[config.mk]
export PLATFORM = sky130hd
export DESIGN_NAME = baud_cfg_ctrl
export DESIGN_NICKNAME = d
export VERILOG_FILES = /design/src/rtl/baud_cfg_ctrl.sv
export SDC_FILE = /design/constraint.sdc
export NUM_CORES = 1
export LEC_CHECK = 0
export ABC_AREA = 1
export CORE_MARGIN = 2
export CORE_UTILIZATION = 48
export DETAILED_ROUTE_END_ITERATION = 7
export GPL_ROUTABILITY_DRIVEN = 0
export PLACE_DENSITY = 0.78
export SLEW_MARGIN = 20
export SYNTH_ARGS = -nofsm -noshare
export SYNTH_HDL_FRONTEND = slang
export SYNTH_SLANG_ARGS = --single-unit
[constraint.sdc]
create_clock -name clk -period 1.65 [get_ports clk]
set_input_delay 0.495 -clock clk [delete_from_list [all_inputs] [get_ports clk]]
set_output_delay 0.495 -clock clk [all_outputs]
set_load 0.05 [all_outputs]
[src/rtl/baud_cfg_ctrl.sv]
`default_nettype none
// ============================================================================
// Module   : baud_cfg_ctrl
// Brief    : Baud-rate change controller for the UART clock handler. It drains
//            the UART, loads the new code, and waits for the clocks to settle.
//            The optional drain timeout is enabled by defining BAUD_TIMEOUT_EN.
// Revision : 1.0 - initial release
// ============================================================================
module baud_cfg_ctrl #(
    parameter int         SETTLE_CYCLES  = 16,
    parameter logic [2:0] DEFAULT_BAUD   = 3'd2,
    parameter int         NUM_RATES      = 5,
    parameter int         TIMEOUT_CYCLES = 1024
) (
    input  logic       clk,
    input  logic       rst,
    input  logic       req_valid,
    input  logic [2:0] req_baud,
    output logic       req_ready,
    input  logic       uart_busy,
    output logic       uart_hold,
    output logic [2:0] baud,
    output logic       baud_ready,
    output logic [2:0] cur_baud,
    output logic       cfg_done,
    output logic       cfg_err
);

    localparam logic [2:0] c_idle   = 3'd0;
    localparam logic [2:0] c_drain  = 3'd1;
    localparam logic [2:0] c_load   = 3'd2;
    localparam logic [2:0] c_settle = 3'd3;
    localparam logic [2:0] c_done   = 3'd4;

    // One counter serves both the settle wait and the optional drain timeout.
    localparam int CNT_MAX = (SETTLE_CYCLES > TIMEOUT_CYCLES) ? SETTLE_CYCLES : TIMEOUT_CYCLES;
    localparam int CNT_W   = $clog2(CNT_MAX + 1);
    localparam logic [CNT_W-1:0] c_settle_last = CNT_W'(SETTLE_CYCLES - 1);
`ifdef BAUD_TIMEOUT_EN
    localparam logic [CNT_W-1:0] c_timeout_last = CNT_W'(TIMEOUT_CYCLES - 1);
`endif

    logic [2:0]       r_state;
    logic [2:0]       w_state_nxt;
    logic [CNT_W-1:0] r_cnt;
    logic [CNT_W-1:0] w_cnt_nxt;
    logic [2:0]       r_req_baud;
    logic             w_done_nxt;
    logic             w_err_nxt;
    logic             r_req_ready;
    logic             r_uart_hold;
    logic [2:0]       r_baud;
    logic             r_baud_ready;
    logic [2:0]       r_cur_baud;
    logic             r_cfg_done;
    logic             r_cfg_err;

    always_comb begin
        w_state_nxt = r_state;
        w_cnt_nxt   = r_cnt;
        w_done_nxt  = 1'b0;
        w_err_nxt   = 1'b0;
        case (r_state)
            c_idle: begin
                if (req_valid && r_req_ready) begin
                    if ({29'd0, req_baud} >= 32'(NUM_RATES)) begin
                        w_err_nxt = 1'b1;
                    end else if (req_baud == r_cur_baud) begin
                        w_done_nxt = 1'b1;
                    end else begin
                        w_state_nxt = c_drain;
                        w_cnt_nxt   = '0;
                    end
                end
            end
            c_drain: begin
                if (!uart_busy) begin
                    w_state_nxt = c_load;
`ifdef BAUD_TIMEOUT_EN
                end else if (r_cnt == c_timeout_last) begin
                    w_state_nxt = c_idle;
                    w_err_nxt   = 1'b1;
                end else begin
                    w_cnt_nxt = r_cnt + CNT_W'(1);
`endif
                end
            end
            c_load: begin
                w_state_nxt = c_settle;
                w_cnt_nxt   = '0;
            end
            c_settle: begin
                if (r_cnt == c_settle_last) begin
                    w_state_nxt = c_done;
                    w_done_nxt  = 1'b1;
                end else begin
                    w_cnt_nxt = r_cnt + CNT_W'(1);
                end
            end
            c_done: begin
                w_state_nxt = c_idle;
            end
            default: begin
                w_state_nxt = c_load;
            end
        endcase
    end

    // Outputs are registered from the next state so they line up with it.
    always_ff @(posedge clk) begin
        if (rst) begin
            r_state      <= c_load;
            r_cnt        <= '0;
            r_req_baud   <= DEFAULT_BAUD;
            r_req_ready  <= 1'b0;
            r_uart_hold  <= 1'b1;
            r_baud       <= DEFAULT_BAUD;
            r_baud_ready <= 1'b0;
            r_cur_baud   <= DEFAULT_BAUD;
            r_cfg_done   <= 1'b0;
            r_cfg_err    <= 1'b0;
        end else begin
            r_state      <= w_state_nxt;
            r_cnt        <= w_cnt_nxt;
            r_req_ready  <= (w_state_nxt == c_idle);
            r_uart_hold  <= (w_state_nxt != c_idle);
            r_baud_ready <= (w_state_nxt != c_load);
            r_cfg_done   <= w_done_nxt;
            r_cfg_err    <= w_err_nxt;
            if (r_state == c_idle && w_state_nxt == c_drain) begin
                r_req_baud <= req_baud;
            end
            if (r_state == c_drain && w_state_nxt == c_load) begin
                r_baud <= r_req_baud;
            end
            if (w_state_nxt == c_done) begin
                r_cur_baud <= r_baud;
            end
        end
    end

    assign req_ready  = r_req_ready;
    assign uart_hold  = r_uart_hold;
    assign baud       = r_baud;
    assign baud_ready = r_baud_ready;
    assign cur_baud   = r_cur_baud;
    assign cfg_done   = r_cfg_done;
    assign cfg_err    = r_cfg_err;

endmodule
`default_nettype wire

==> flow_metrics.tcl <==
set metrics [dict create \
    status "finished clean" \
    crit_fanout 5 \
    rrSetupSlack_ns 0.13 \
    clockBufferDepth 2 \
    dr_total_vias 1399 \
    worst_slew_pin_slew_ns 0.319 \
    die_y_um 57.7 \
    critPathRequiredTime_ns 1.94 \
    drt_iter0_drc 67 \
    multi_input_area_sq_um 736 \
    rows 19 \
    grt_pass1_vias 1335 \
    hp-class "flop to flop" \
    initial_utilization_pct 50.2 \
    slowest_stage "clkdlybuf4s50_1" \
    power_density_nw_per_um2 770 \
    die-area_sq_um 3330 \
    numCtsBuffers 3 \
    fin_nets 251 \
    cts.htree.levels 1 \
    dieWidth_um 57.7 \
    dr.pass1.iters 4 \
    crit_arrival_ns 1.82 \
    reg2reg_depth 8 \
    drv_cap 0 \
    ant_nets 0 \
    synth_area_sq_um 1390 \
    ir_drop_mv 0.846 \
    cp_num_buf_inv 2 \
    grt_max_degree 17 \
    slew_viol_final 0 \
    clkLatencyLatePin_ns 0.34 \
    placedCellCount 268 \
    grt_pass1_wl_mm 5.60 \
    crit_chain "clkdlybuf4s50_1 -> o21ai_1 -> nand2_1 -> nor2_1 -> nand2_2 -> inv_1 -> o21ai_0 -> a21oi_1" \
    top_level_ports 18 \
    io_buffers 17 \
    path_class "primary input to flop" \
    yosysSeqAreaShare_pct 40.5 \
    syn_area_per_cell_sq_um 6.72 \
    hold_buffers 0 \
    setup_tns_ns 0 \
    cts_root_buf "clkbuf_4" \
    fin_cells 273 \
    totalPowerFinal_mw 1.47 \
    diodes 0 \
    cp-start-kind "primary input" \
    drive_above_1_share_pct 20.2 \
    end_kind "flop" \
    route.detailed.drc 0 \
    tritoncts "built" \
    track_usage_pct 21.1 \
    period_share_pct 93.3 \
    regArea_sq_um 562 \
    final-setup-viol-count 0 \
    path_delay_family "buffers and inverters" \
    whs_path_depth 2 \
    grt_overflow 0 \
    fin_ws_ns 0.111 \
    max_stage_delay_ns 0.44 \
    min_to "baud[1]" \
    syn_to_final_growth_pct 38.1 \
    r2r-start "r_cnt[0]" \
    syn-num-nets 214 \
    hpwl_mm 2.36 \
    post-place-ws_ns -0.362 \
    relSlewSlack_pct 78.6 \
    fill_cells 228 \
    drt-total-wl_mm 3.16 \
    wl_per_cell_um 11.6 \
    routed_via_density 5.12 \
    antenna_found_initial 0 \
    ys_ff_latch 28 \
    numClockSinks 28 \
    syn_inst 206 \
    finalHoldViolCount 0 \
    synth-warning-count 0 \
    fin_skew_ns 0.00787 \
    clk_pin_slew_ns 0.15 \
    min_from "r_req_baud[1]" \
    p_leak_nw 0.846 \
    period_minus_slack_ns 1.54 \
    max_freq_mhz 650 \
    design.core.area_sq_um 2760 \
    final_util_pct 69.4 \
    yosysUniqueCellTypes 24 \
    timing.rr.end "uart_hold" \
]
-- repair_timing --
action | CTS | global route
gates resized for setup | 0 | 10
buffers inserted | 0 | 1
setup endpoints to repair | 0 | 16
-- worst register-to-register path: cells and delay by family, from the launching register on --
kind / cells / cell delay [ns]
adders and majority gates: 1 / 0.24
and+or+nand+nor: 6 / 0.77
DFF: 1 / 0.37
buffers and inverters: 1 / 0.06
-- state kept, by name, summed over array words and instances, names as in the netlist --
signal      flops
r_cnt          11
baud_ready      1
req_ready       1
baud            3
r_state         3
cfg_done        1
r_req_baud      3
cfg_err         1
uart_hold       1
cur_baud        3
-- layout make-up --
type	instances	share of cell area (%)
flip-flops and latches	28	29.4
clock buffers	3	1.18
multi-input cells	146	38.5
well taps	31	2.03
inverters	29	5.69
repair buffers	35	21.7
clock inverters	1	1.57
-- worst max path at each step --
stage / from / end / slack [ns] / cells past startpoint
after floorplan: cur_baud[0] / r_cnt[2] / 0.08 / 10
after global placement: req_baud[2] / uart_hold / -0.35 / 7
after detailed placement: req_baud[2] / uart_hold / -0.36 / 8
after CTS: req_baud[2] / uart_hold / 0.01 / 8
after global routing: req_baud[0] / r_req_baud[0] / -0.002 / 8
final: req_baud[0] / r_req_baud[0] / 0.11 / 8
-- routing by layer --
layer | up-vias | GRT usage (%) | wire (um)
met4 | 0 | 4.98 | 48
met1 | 626 | 27.2 | 1440
li1 | 737 | - | -
met5 | - | 0 | 0
met3 | 9 | 4.46 | 113
met2 | 27 | 36.0 | 1560
-- cells in the mapped netlist --
| cell | instances | area (sq um) |
|---|---|---|
| nor2_2 | 1 | 6.26 |
| nand3_1 | 19 | 95.1 |
| a21oi_1 | 14 | 70.1 |
| xnor2_1 | 1 | 8.76 |
| o211ai_1 | 2 | 15.0 |
| inv_1 | 27 | 101 |
| o21ai_1 | 1 | 5.00 |
| nor2_1 | 24 | 90.1 |
| clkbuf_1 | 2 | 7.51 |
| nand2_2 | 1 | 6.26 |
| buf_6 | 1 | 11.3 |
| dfxtp_1 | 28 | 561 |
| ha_1 | 1 | 12.5 |
| nor4_1 | 2 | 12.5 |
| xor2_1 | 2 | 17.5 |
| nand3_2 | 3 | 30.0 |
| nor3_1 | 10 | 50.1 |
| or2_2 | 3 | 18.8 |
| nand2_1 | 48 | 180 |
| nand4_1 | 3 | 18.8 |
| nand3b_1 | 1 | 7.51 |
| o21ai_0 | 9 | 45.0 |
| inv_2 | 2 | 7.51 |
| a211oi_1 | 1 | 7.51 |
-- power breakdown --
group          switching, mW  total [mW]  leakage [nW]  internal (mW)
combinational          0.165       0.293         0.590          0.128
sequential            0.0242       0.726         0.228          0.701
clock                  0.209       0.455        0.0279          0.246
-- per-stage QoR --
stage | hold slack [ns] | cell area [sq um]
final | 0.502 | 1910
after CTS | 0.504 | 1870
after global placement | 0.460 | 1810
after floorplan | 0.446 | 1390
after detailed placement | 0.468 | 1810
after global routing | 0.526 | 1910
-- cell families after synthesis --
family                   Yosys count  share of synthesized area (%)
adder cells (fa/ha/maj)            1                          0.903
flip-flops                        28                           40.5
buffers and inverters             32                           9.21
XOR/XNOR                           3                           1.90
AO/OA/AOI/OAI                     27                           10.3
AND/OR/NAND/NOR                  115                           37.2
-- cells in the final DEF, fill, tap and decap left out, drive strengths merged, types with 2 or more instances in the layout --
| cell type | instances |
|---|---|
| nor3 | 10 |
| nor2 | 25 |
| o211ai | 2 |
| inv | 29 |
| clkbuf | 3 |
| nand4 | 3 |
| xor2 | 2 |
| clkdlybuf4s50 | 6 |
| or2 | 3 |
| o21ai | 10 |
| dfxtp | 28 |
| buf | 29 |
| nor4 | 2 |
| a21oi | 14 |
| nand3 | 22 |
| nand2 | 49 |
No activity file was read; power rests on OpenSTA's default activity.
